==> src/rtl/cayde_ctrl_fsm.sv <==
// Multi-cycle control FSM: FETCH/DECODE/EXECUTE/WRITEBACK sequencing with fetch timeout and sticky trap.
// Optional retired-instruction counter enabled by defining CAYDE_CTRL_PERFCNT_EN.
module cayde_ctrl_fsm #(
  parameter int FETCH_TIMEOUT = 15
) (
  input  logic        clk,
  input  logic        rst,
  input  logic        run,
  input  logic        imem_ack,
  input  logic [6:0]  opcode,
  input  logic [2:0]  funct3,
  input  logic [6:0]  funct7,
  input  logic        wb_stall,
  output logic        imem_req,
  output logic        ir_load,
  output logic        alu_en,
  output logic        reg_write,
  output logic        pc_en,
  output logic        trap,
`ifdef CAYDE_CTRL_PERFCNT_EN
  output logic [31:0] retired_cnt,
`endif
  output logic [2:0]  state
);

  typedef enum logic [2:0] {
    IDLE      = 3'd0,
    FETCH     = 3'd1,
    DECODE    = 3'd2,
    EXECUTE   = 3'd3,
    WRITEBACK = 3'd4,
    TRAP      = 3'd7
  } state_e;

  localparam logic [7:0] TIMEOUT_CNT = 8'(FETCH_TIMEOUT);
  localparam logic [6:0] OP_RTYPE    = 7'b0110011;
  localparam logic [6:0] OP_ITYPE    = 7'b0010011;
  localparam logic [6:0] F7_ZERO     = 7'b0000000;
  localparam logic [6:0] F7_ALT      = 7'b0100000;

  state_e     state_q, state_d;
  logic [7:0] fetch_cnt_q, fetch_cnt_d;
  logic       legal;

  always_comb begin
    legal = 1'b0;
    if (opcode == OP_RTYPE) begin
      legal = (funct7 == F7_ZERO) ||
              ((funct7 == F7_ALT) && ((funct3 == 3'b000) || (funct3 == 3'b101)));
    end else if (opcode == OP_ITYPE) begin
      case (funct3)
        3'b001:  legal = (funct7 == F7_ZERO);
        3'b101:  legal = (funct7 == F7_ZERO) || (funct7 == F7_ALT);
        default: legal = 1'b1;
      endcase
    end
  end

  // The fetch counter holds the no-ack cycles already spent; it reads 0 in every other state.
  always_comb begin
    state_d     = state_q;
    fetch_cnt_d = 8'd0;
    imem_req    = 1'b0;
    ir_load     = 1'b0;
    alu_en      = 1'b0;
    reg_write   = 1'b0;
    pc_en       = 1'b0;
    case (state_q)
      IDLE: begin
        if (run) state_d = FETCH;
      end
      FETCH: begin
        imem_req = 1'b1;
        if (imem_ack) begin
          ir_load = 1'b1;
          state_d = DECODE;
        end else begin
          fetch_cnt_d = fetch_cnt_q + 8'd1;
          if (fetch_cnt_d == TIMEOUT_CNT) state_d = TRAP;
        end
      end
      DECODE: begin
        state_d = legal ? EXECUTE : TRAP;
      end
      EXECUTE: begin
        alu_en  = 1'b1;
        state_d = WRITEBACK;
      end
      WRITEBACK: begin
        if (!wb_stall) begin
          reg_write = 1'b1;
          pc_en     = 1'b1;
          state_d   = run ? FETCH : IDLE;
        end
      end
      TRAP: begin
        state_d = TRAP;
      end
      default: begin
        state_d = TRAP;
      end
    endcase
  end

`ifdef CAYDE_CTRL_PERFCNT_EN
  logic [31:0] retired_q, retired_d;

  always_comb begin
    retired_d = retired_q + {31'd0, reg_write};
  end

  always_ff @(posedge clk or negedge rst) begin
    if (!rst) begin
      state_q     <= IDLE;
      fetch_cnt_q <= 8'd0;
      retired_q   <= 32'd0;
    end else begin
      state_q     <= state_d;
      fetch_cnt_q <= fetch_cnt_d;
      retired_q   <= retired_d;
    end
  end

  assign retired_cnt = retired_q;
`else
  always_ff @(posedge clk or negedge rst) begin
    if (!rst) begin
      state_q     <= IDLE;
      fetch_cnt_q <= 8'd0;
    end else begin
      state_q     <= state_d;
      fetch_cnt_q <= fetch_cnt_d;
    end
  end
`endif

  assign trap  = (state_q == TRAP);
  assign state = state_q;

endmodule

==> config.mk <==
export PLATFORM = sky130hd
export DESIGN_NAME = cayde_ctrl_fsm
export DESIGN_NICKNAME = d
export VERILOG_FILES = /design/src/rtl/cayde_ctrl_fsm.sv
export SDC_FILE = /design/constraint.sdc
export NUM_CORES = 1
export LEC_CHECK = 0
export CORE_MARGIN = 1.5
export CORE_UTILIZATION = 44
export CTS_BUF_LIST = sky130_fd_sc_hd__clkbuf_8
export DETAILED_ROUTE_END_ITERATION = 7
export PLACE_DENSITY = 0.85
export SKIP_CTS_REPAIR_TIMING = 1
export SYNTH_ARGS = -nofsm -noshare
export SYNTH_HDL_FRONTEND = slang
export SYNTH_SLANG_ARGS = --single-unit
==> constraint.sdc <==
create_clock -name clk -period 3.1 [get_ports clk]
set_input_delay 0.31 -clock clk [delete_from_list [all_inputs] [get_ports clk]]
set_output_delay 0.31 -clock clk [all_outputs]
set_load 0.01 [all_outputs]
**Word-level counts from Yosys, hierarchy flattened**

Index checks and enable logic that the tools add are counted.

- Bits in registers: 11
- Input bits: 22
- Output and inout port bits: 9
- Logic and storage cells: 43

- Add/sub/neg operators: 1
- Eq/ne operators: 14
- Mux-type cells: 18
- Reductions and logical operators: 8

Operators by type and width:

| operator | count |
|---|---|
| $mux W8 | 2 |
| $mux W3 | 5 |
| $pmux W3 S5 | 1 |
| $eq A7 B6 Y1 const B | 2 |
| $eq A3 B3 Y1 const B | 3 |
| $mux W1 | 9 |
| $add A8 B1 Y8 const B | 1 |
| $eq A8 B4 Y1 const B | 1 |
| $eq A7 B5 Y1 const B | 1 |
| $logic_not A7 Y1 | 1 |
| $eq A3 B1 Y1 const B | 2 |
| $eq A3 B2 Y1 const B | 2 |
| $logic_not A3 Y1 | 2 |
| $ne A2 B2 Y1 const B | 2 |
| $logic_or A1 B1 Y1 | 3 |
| $ne A3 B3 Y1 const B | 1 |
| $reduce_and A3 Y1 | 1 |
| $pmux W1 S2 | 1 |
| $logic_and A1 B1 Y1 | 1 |

**Depth between registers and ports, before layout**

Gate-level depths: netlist of run 1.

- Word-level depth: 7
- Mapped depth: 7
- Depth with buffers taken out: 6

**Worst setup path before layout of run 1**

No wires, ideal clock.

- Kind: register -> register
- From: reg state_q[2] (netlist: state[2])
- To: reg state_q[2] (netlist: state[2])
- Setup time: 0.128 ns
- Arrival: 2.071 ns
- Data required time: 2.972 ns
- Setup slack: 0.901 ns
- Stages on the path, launching flop included: 8
- Path buffers: 2
- Clock period less this slack: 2.199 ns
- Path through: dfrtp_1 > buf_6 > or4b_4 > buf_6 > or2_0 > o311ai_1 > a21oi_1 > mux2_1

- Cells in the longest elaborated chain, start to end: 3
- Elaborated cells on any way between the ends: 10
- Classes of those cells: 7 x eq/ne; 1 x mux; 2 x reduce/logical

Ends and longest elaborated chain:

| item | RTL line | RTL |
|---|---|---|
| start: declaration | 41 | `state_e state_q, state_d;` |
| start signal: assignment | 131 | `state_q <= state_d;` |
| $eq A3 B1 Y1 (tied with other cells) | 68 | `case (state_q)` |
| $ne A3 B3 Y1 (no source line) or $ne A2 B2 Y1 (tied branches) | - |  |
| $reduce_and A3 Y1 (no source line) | - |  |

Several ways; a longest one is shown, not always the timed one.
A chain may end at the register's enable or synchronous reset.

**Worst setup path after layout of run 1**

- From: in imem_ack
- To: reg state_q[2] (netlist: state[2])

- Cells in the longest elaborated chain, start to end: 2
- Elaborated cells on any way between the ends: 4
- Classes of those cells: 1 x eq/ne; 2 x mux; 1 x reduce/logical

Ends and longest elaborated chain:

| item | RTL line | RTL |
|---|---|---|
| start: declaration | 9 | `input logic imem_ack,` |
| $mux W3 or $ne A3 B3 Y1 (tied branches) | - |  |
| $pmux W3 S5 or $reduce_and A3 Y1 (tied branches) | - |  |

Several ways; a longest one is shown, not always the timed one.

==> results.py, run 1 <==
metrics = {
    "status": {
        "outcome": "finished, violations left",
        "failed_checks": "DRC",
    },
    "logic_synthesis": {
        "syn-cell-area_um2": 759,
        "yosysMostFrequentCell": "nor2_1",
        "yosysTopAreaCell": "dfrtp_1",
        "yosys.cell_types.count": 36,
        "synthDominantCellAreaShare_pct": 36.2,
        "ys_top_cells_by_area": "dfrtp_1, nor2_1, xor2_1",
        "synth_nets": 110,
        "synth-edff-count": 0,
        "postSynthCellCount": 86,
        "yosysSeqAreaShare_pct": 36.2,
        "netlist_top_cells_count": "nor2_1, dfrtp_1, a21oi_1, nand3_1",
        "avgSynthCellArea_um2": 8.83,
        "yosys_most_used_dff": "dfrtp_1",
        "yosysWarnings": 0,
        "ys_seq_elements": 11,
        "synthArstFlopShare_pct": 100,
    },
    "worst_setup_path": {
        "cp-end-kind": "register",
        "cp_max_fo": 10,
        "arrival_ns": 2.49,
        "start_kind": "primary input",
        "reg2reg_depth": 5,
        "required_ns": 3.23,
        "criticalPathCategory": "in2reg",
    },
    "finish": {
        "multiInputGateArea_um2": 443,
        "antenna_cells": 0,
        "fin_util_pct": 69.7,
        "drive_gt1_share_pct": 4.35,
        "nets": 140,
        "fillers": 120,
        "seqCellArea_um2": 275,
        "stdcell_count": 131,
        "areaGrowthSynthToFinish_pct": 43.2,
    },
    "power": {
        "ir_worst_vdd_mv": 0.275,
        "p_leak_nw": 0.399,
        "power.density_nw_per_um2": 294,
        "p_total_uw": 320,
    },
    "routing": {
        "drt_pass1_iterations": 6,
        "routedWlPerCell_um": 14.7,
        "wl_met1_um": 768,
        "met2WireLength_um": 964,
        "ant_nets": 0,
        "wl_um": 1920,
        "drcViolationCount": 3,
        "routed_via_density": 5.76,
        "top_layer": "met4",
        "dr_wl_met3_um": 132,
        "drt_iter0_markers": 15,
        "num_vias": 755,
    },
    "grt": {
        "grt_pass1_vias": 701,
        "grtUsageTotal_pct": 21.9,
        "grt_antenna_before_repair": 0,
        "grt_pass1_wl_um": 2980,
        "grt-ovfl-total": 0,
        "grt_max_degree": 12,
    },
    "timing": {
        "setup_ws_ns": 0.737,
        "tns_ns": 0,
        "finalCritPeriodShare_pct": 76.2,
        "tightest_slew_ns": 0.498,
        "period_needed_ns": 2.36,
        "hold_viol_final": 0,
        "setup_viol": 0,
        "rsz0062_at_grt": "false",
        "slew_violations": 0,
        "max_clock_freq_mhz": 423,
        "fin_skew_ns": 0.00625,
        "relSlewSlack_pct": 66.7,
    },
    "die": {
        "ios": 31,
        "rows": 14,
        "die_h_um": 44.5,
        "core_area_um2": 1560,
        "start_util_pct": 48.7,
        "fp.dieW_um": 44.5,
        "dieArea_um2": 1980,
    },
    "run": {
        "cap_violations": 0,
    },
    "clocking": {
        "htreeDepth": 1,
        "clk_pin_slew_ns": 0.05,
        "clock_tree.buffer_depth": 2,
        "root_buffer": "clkbuf_8",
        "cts_tree": "yes",
        "cts_buffers": 3,
        "cts_sinks": 11,
        "clock_latency_ns": 0.24,
    },
    "placement": {
        "placed_cells": 127,
        "gp_congestion": 0.823,
        "port-buffer-count": 30,
        "pre_cts_slack_ns": 0.516,
        "dpl.hpwl_um": 1450,
    },
    "min_path": {
        "min_path_type": "in2async",
    },
}
-- cells in the final DEF, fill, tap and decap left out, types with 2 or more instances in the layout --
| cell type | synthesis | final |
|---|---|---|
| nor2_1 | 12 | 12 |
| nand3_1 | 5 | 5 |
| xor2_1 | 3 | 3 |
| nor4b_1 | 2 | 2 |
| and2_1 | 3 | 3 |
| or3_1 | 2 | 2 |
| clkdlybuf4s50_1 | 0 | 30 |
| xnor2_1 | 2 | 2 |
| dfrtp_1 | 11 | 11 |
| and3_1 | 2 | 2 |
| a21oi_1 | 5 | 5 |
| clkbuf_8 | 0 | 3 |
| inv_1 | 1 | 2 |
| nand2b_1 | 2 | 2 |
| o21ai_0 | 4 | 4 |
| nor2b_1 | 3 | 3 |
| ha_1 | 2 | 2 |
| nand2_1 | 4 | 4 |
| o21a_1 | 2 | 2 |
-- routing by layer --
metal,vias up,track usage [%]
li1,368,-
met1,351,23.2
met2,27,38.0
met3,9,4.90
met4,0,15.2
met5,-,0
-- kinds of logic (layout without fill, tap and decap cells) --
kind of cell,Yosys count,in the layout,share of synthesized area [%]
multiplexers,1,1,1.48
buffers and inverters,6,35,5.44
AND/OR/NAND/NOR,44,44,33.3
adder cells (fa/ha/maj),2,2,3.29
flip-flops,11,11,36.2
XOR/XNOR,5,5,5.77
AO/OA/AOI/OAI,17,17,14.5
-- cell type report --
cell class | instances | share of cell area [%]
flip-flops and latches | 11 | 25.3
repair buffers | 30 | 27.6
clock buffers | 3 | 3.80
well taps | 16 | 1.84
clock inverters | 1 | 0.345
inverters | 1 | 0.345
multi-input cells | 69 | 40.7
-- state kept, by name, indices dropped and copies added, names as in the netlist --
register and count:
fetch_cnt_q 8, state 3
-- critical path: stages --
cell and delay, ns:
clkdlybuf4s50_1 0.47, or4b_4 0.64, or2_0 0.23, o311ai_1 0.40
a21oi_1 0.12, mux2_1 0.32
-- metrics by stage --
| step | instance area [um2] | hold WS [ns] |
|---|---|---|
| finish | 1090 | 0.402 |
| global route | 1090 | 0.454 |
| CTS | 1090 | 0.416 |
| detailed placement | 1040 | 0.565 |
| global placement | 1040 | 0.534 |
| floorplan | 759 | 0.0144 |
-- report_power, final --
part | switching [mW] | leakage (nW) | internal [mW]
combinational | 0.00927 | 0.234 | 0.0260
sequential | 0 | 0.138 | 0.144
clock | 0.0535 | 0.0269 | 0.0869
total | 0.0628 | 0.399 | 0.257
-- worst paths after layout --
check,slack (ns),start,endpoint
setup / recovery,0.74,imem_ack,state[2]$_DFFE_PN0P_
hold / removal,0.40,rst,fetch_cnt_q[3]$_DFF_PN0_
setup reg to reg,0.81,state[2]$_DFFE_PN0P_,state[2]$_DFFE_PN0P_
hold reg to reg,0.57,fetch_cnt_q[0]$_DFF_PN0_,fetch_cnt_q[0]$_DFF_PN0_
max in group asynchronous,2.36,rst,state[0]$_DFFE_PN0P_
min in group clk,0.57,fetch_cnt_q[0]$_DFF_PN0_,fetch_cnt_q[0]$_DFF_PN0_
No activity file was read; power rests on OpenSTA's default activity.
==> run 2: changes to the inputs <==
CORE_UTILIZATION = 39   (was 44)
PLACE_DENSITY = 0.8   (was 0.85)
clock period = 2.17 ns   (was 3.1 ns; I/O delays follow)
==> run 2 against run 1 <==
Via count is 0.93% higher. Largest cell class unchanged. The run now ends clean. Count of clock-buffer cells in the layout stayed put. Cell count is 11% higher. Sequential power is 43% higher. Wire length is 5.4% lower. Combinational power is 46% higher. Worst setup slack worse by 0.57 ns. First-iteration DRC count is 47% lower. Clock power is 41% higher. Sequential share of layout area is 1.4 points lower.
==> results.py, run 2 (same netlist as run 1, synthesis figures left out) <==
metrics = {
    "worst_setup_path": {
        "start_kind": "primary input",
        "criticalPathCategory": "in2reg",
        "endpoint": "state[2]$_DFFE_PN0P_",
        "path_cells": "clkdlybuf4s50_1, or4b_4, or2_0, o311ai_2, a21oi_1, mux2_1",
        "required_ns": 2.29,
        "rr_endpoint": "state[2]$_DFFE_PN0P_",
        "r2r_start": "state[2]$_DFFE_PN0P_",
        "cp_max_fo": 2,
        "crit_buf_inv": 1,
        "arrival_ns": 2.12,
        "ff2ff_setup_slack_ns": 0.23,
        "slowest_stage": "or4b_4",
        "cp-end-kind": "register",
        "cp.depth": 6,
        "reg2reg_depth": 5,
        "cp_top_family": "simple AND/OR/NAND/NOR gates",
        "crit_start": "imem_ack",
        "slowest_delay_ns": 0.55,
    },
    "routing": {
        "drt_iter0_markers": 8,
        "routed_via_density": 5.22,
        "wl_um": 1820,
        "drcViolationCount": 0,
        "routedWlPerCell_um": 12.4,
        "drt_pass1_iterations": 4,
        "num_vias": 762,
        "ant_nets": 0,
    },
    "finish": {
        "stdcell_count": 146,
        "final_cell_mix": "clkdlybuf4s50_1, nor2_1, dfrtp_1",
        "drive_gt1_share_pct": 9.92,
        "final_area_um2": 1150,
        "areaGrowthSynthToFinish_pct": 51.6,
        "final_common_cell": "clkdlybuf4s50_1",
        "largest_reg_flops": 8,
        "fin_util_pct": 64.6,
        "nets": 146,
        "regMostFlops": "fetch_cnt_q",
        "fillers": 143,
        "antenna_cells": 0,
    },
    "power": {
        "p_sw_uw": 87.6,
        "pwr-share-clk_pct": 43.5,
        "sequentialPowerShare_pct": 45.2,
        "p_int_uw": 368,
        "p_total_uw": 455,
        "sw_frac_of_total_pct": 19.2,
        "power_frac_comb_pct": 11.3,
        "power.density_nw_per_um2": 396,
        "ir_worst_vdd_mv": 0.275,
        "p_leak_nw": 0.428,
    },
    "die": {
        "fp.dieW_um": 47.1,
        "rows": 15,
        "core_area_um2": 1780,
        "dieArea_um2": 2220,
        "die_h_um": 47.1,
        "ios": 31,
        "start_util_pct": 42.6,
    },
    "clocking": {
        "clk_pin_slew_ns": 0.05,
        "htreeDepth": 1,
        "clock_tree.buffer_depth": 2,
        "cts_tree": "yes",
        "root_buffer": "clkbuf_8",
        "cts_buffers": 3,
        "cts_sinks": 11,
        "clock_latency_ns": 0.24,
    },
    "timing": {
        "fin_skew_ns": 0.00371,
        "finalCritPeriodShare_pct": 92.4,
        "slew_violations": 0,
        "rsz0062_at_grt": "false",
        "setup_viol": 0,
        "max_clock_freq_mhz": 499,
        "hold_viol_final": 0,
        "relSlewSlack_pct": 66.6,
        "period_needed_ns": 2.00,
        "tightest_slew_ns": 0.500,
    },
    "placement": {
        "dpl-instance-area_um2": 1100,
        "dpl.hpwl_um": 1480,
        "gp_congestion": 0.798,
        "placed_cells": 142,
        "port-buffer-count": 30,
    },
    "grt": {
        "grt_max_degree": 12,
        "grtUsageTotal_pct": 17.0,
        "grt_pass1_wl_um": 2670,
        "grt_pass1_vias": 662,
        "grt-ovfl-total": 0,
        "grt_antenna_before_repair": 0,
    },
    "status": {
        "outcome": "complete, no violations",
    },
    "min_path": {
        "min_path_type": "in2async",
    },
    "run": {
        "cap_violations": 0,
    },
}
## run 2: layout make-up
class                           count  area (um2)  share of cell area (%)
Sequential cell                    11         275                    23.9
Tap cell                           25        31.3                    2.72
Inverter                            1        3.75                   0.326
Clock buffer                        3        41.3                    3.59
Multi-Input combinational cell     69         450                    39.1
Clock inverter                      1        3.75                   0.326
Timing Repair Buffer               36         345                    30.0
## run 2: worst min path at each step
stage                        startpoint                  endpoint
6_report                            rst  fetch_cnt_q[1]$_DFF_PN0_
5_1_grt                             rst  fetch_cnt_q[1]$_DFF_PN0_
4_1_cts                             rst  fetch_cnt_q[1]$_DFF_PN0_
3_5_place_dp   fetch_cnt_q[0]$_DFF_PN0_  fetch_cnt_q[0]$_DFF_PN0_
3_3_place_gp   fetch_cnt_q[0]$_DFF_PN0_  fetch_cnt_q[0]$_DFF_PN0_
2_1_floorplan                       rst  fetch_cnt_q[0]$_DFF_PN0_
## run 2: layer usage
layer | GRT usage [%] | share of wire [%] | vias up
li1 | - | - | 375
met1 | 19.9 | 44 | 348
met2 | 30.1 | 45 | 36
met3 | 3.46 | 9.5 | 3
met4 | 7.22 | 1.6 | 0
met5 | 0 | 0 | -
## run 2: worst reg2reg max path: stages, from the launching register on
cell and delay (ns):
dfrtp_1 0.37, or4b_4 0.52, or2_0 0.23, o311ai_2 0.27
a21oi_1 0.11, mux2_1 0.32
## run 2: power groups by stage
stage	Clock (mW)	Sequential, mW	Combinational (mW)
2_1_floorplan	0	0.209	0.00629
3_3_place_gp	0	0.209	0.0508
3_5_place_dp	0	0.209	0.0521
4_1_cts	0.202	0.206	0.0522
5_1_grt	0.215	0.205	0.0565
6_report	0.198	0.206	0.0515
## run 2: per-stage QoR
stage / TNS [ns] / hold slack, ns / worst slack, ns
after global routing: 0 / 0.354 / 0.0562
after floorplan: 0 / -0.0786 / 0.00780
after CTS: 0 / 0.324 / 0.0859
final: 0 / 0.314 / 0.166
after global placement: -0.0510 / 0.535 / -0.0510
after detailed placement: -0.155 / 0.558 / -0.149
==> run 3: changes to the inputs <==
ABC_CLOCK_PERIOD_IN_PS = 2170   (was unset)
CORE_UTILIZATION = 38   (was 39)
CTS_BUF_LIST = sky130_fd_sc_hd__clkbuf_16   (was sky130_fd_sc_hd__clkbuf_8)
PLACE_DENSITY = 0.78   (was 0.8)
==> run 3 against run 2 <==
Final area is 3.0% higher. Worst setup slack got worse by 0.013 ns. Die area increased by 2.5%. Critical path depth unchanged. Global-route usage increased by 1.9 points. Maximum frequency fell by 0.65%. Count of clock-buffer cells in the layout is the same. Combinational power about the same. Critical endpoint unchanged. Largest power group is now clock.
==> results.py, run 3 (same netlist as run 1, synthesis figures left out) <==
metrics = {
    "status": {
        "outcome": "complete, no violations",
    },
    "finish": {
        "final_common_cell": "clkdlybuf4s50_1",
        "nets": 146,
        "final_area_um2": 1190,
        "regMostFlops": "fetch_cnt_q",
        "final_cell_mix": "clkdlybuf4s50_1, nor2_1, dfrtp_1",
        "largest_reg_flops": 8,
        "fillers": 155,
        "drive_gt1_share_pct": 10.7,
        "fin_util_pct": 65.8,
        "antenna_cells": 0,
        "areaGrowthSynthToFinish_pct": 56.2,
        "stdcell_count": 146,
    },
    "placement": {
        "dpl-instance-area_um2": 1100,
        "port-buffer-count": 30,
        "gp_congestion": 0.809,
        "dpl.hpwl_um": 1550,
        "placed_cells": 142,
    },
    "timing": {
        "slew_violations": 0,
        "whs_ns": 0.317,
        "hold_viol_final": 0,
        "finalCritPeriodShare_pct": 93.0,
        "fin_skew_ns": 0.00323,
        "tightest_slew_ns": 0.491,
        "period_needed_ns": 2.02,
        "setup_viol": 0,
        "relSlewSlack_pct": 67.2,
        "max_clock_freq_mhz": 496,
        "rsz0062_at_grt": "false",
    },
    "grt": {
        "grtUsageTotal_pct": 19.0,
        "grt_pass1_vias": 722,
        "grt_antenna_before_repair": 0,
        "grt_max_degree": 12,
        "grt-ovfl-total": 0,
        "grt_pass1_wl_um": 2960,
    },
    "die": {
        "fp.dieW_um": 47.7,
        "ios": 31,
        "core_area_um2": 1800,
        "die_h_um": 47.7,
        "dieArea_um2": 2280,
        "rows": 15,
        "start_util_pct": 42.2,
    },
    "clocking": {
        "htreeDepth": 1,
        "clock_tree.buffer_depth": 2,
        "cts_sinks": 11,
        "root_buffer": "clkbuf_16",
        "clock_latency_ns": 0.24,
        "cts_buffers": 3,
        "cts_tree": "yes",
        "clk_pin_slew_ns": 0.04,
    },
    "power": {
        "ir_worst_vdd_mv": 0.821,
        "power.density_nw_per_um2": 495,
        "p_leak_nw": 0.442,
    },
    "worst_setup_path": {
        "required_ns": 2.29,
        "arrival_ns": 2.13,
        "cp-end-kind": "register",
        "reg2reg_depth": 5,
        "criticalPathCategory": "in2reg",
        "start_kind": "primary input",
        "r2r_start": "state[2]$_DFFE_PN0P_",
        "crit_start": "imem_ack",
        "cp_max_fo": 2,
    },
    "min_path": {
        "min_path_type": "in2async",
    },
    "routing": {
        "routedWlPerCell_um": 13.8,
        "drt_iter0_markers": 6,
        "drcViolationCount": 0,
        "num_vias": 766,
        "wl_um": 2020,
        "routed_via_density": 5.25,
        "ant_nets": 0,
        "drt_pass1_iterations": 4,
    },
    "run": {
        "cap_violations": 0,
    },
}
[run 3: area by class of cell]
class	count	area, um2	area share, %
clock buffers	3	75.1	6.33
clock inverters	1	5.00	0.422
inverters	1	3.75	0.316
multi-input cells	69	450	38.0
flip-flops and latches	11	275	23.2
well taps	25	31.3	2.64
repair buffers	36	345	29.1
[run 3: path summary, 6_finish.rpt]
check	endpoint	slack (ns)
worst max-delay path	state[2]$_DFFE_PN0P_	0.15
worst min-delay path	fetch_cnt_q[3]$_DFF_PN0_	0.32
worst max register to register	state[2]$_DFFE_PN0P_	0.23
worst min register to register	fetch_cnt_q[7]$_DFF_PN0_	0.58
max in group asynchronous	fetch_cnt_q[4]$_DFF_PN0_	1.52
min in group clk	fetch_cnt_q[7]$_DFF_PN0_	0.58
[run 3: routing by layer]
metal / global-route usage, % / vias up / wire length [um]
met5: 0 / - / 0
li1: - / 381 / -
met2: 35.7 / 22 / 1070
met3: 5.66 / 0 / 100
met1: 21.4 / 363 / 841
met4: 2.70 / 0 / 0
[run 3: critical path, cell delays in order]
cell             delay [ns]
clkdlybuf4s50_1        0.43
or4b_4                 0.54
or2_0                  0.23
o311ai_2               0.29
a21oi_1                0.11
mux2_1                 0.32
[run 3: report_power, final]
part	leakage, nW	switching, mW	total, mW	internal, mW
Combinational	0.263	0.0132	0.0514	0.0382
Sequential	0.138	0	0.206	0.206
Clock	0.0409	0.0868	0.330	0.243
Total	0.442	0.100	0.588	0.488
[run 3: metrics by stage]
step / worst slack [ns] / setup TNS (ns) / total power [mW]
4_1_cts: 0.0789 / 0 / 0.592
6_report: 0.153 / 0 / 0.588
3_5_place_dp: -0.156 / -0.162 / 0.261
3_3_place_gp: -0.0319 / -0.0319 / 0.259
2_1_floorplan: 0.00780 / 0 / 0.215
5_1_grt: 0.0563 / 0 / 0.605
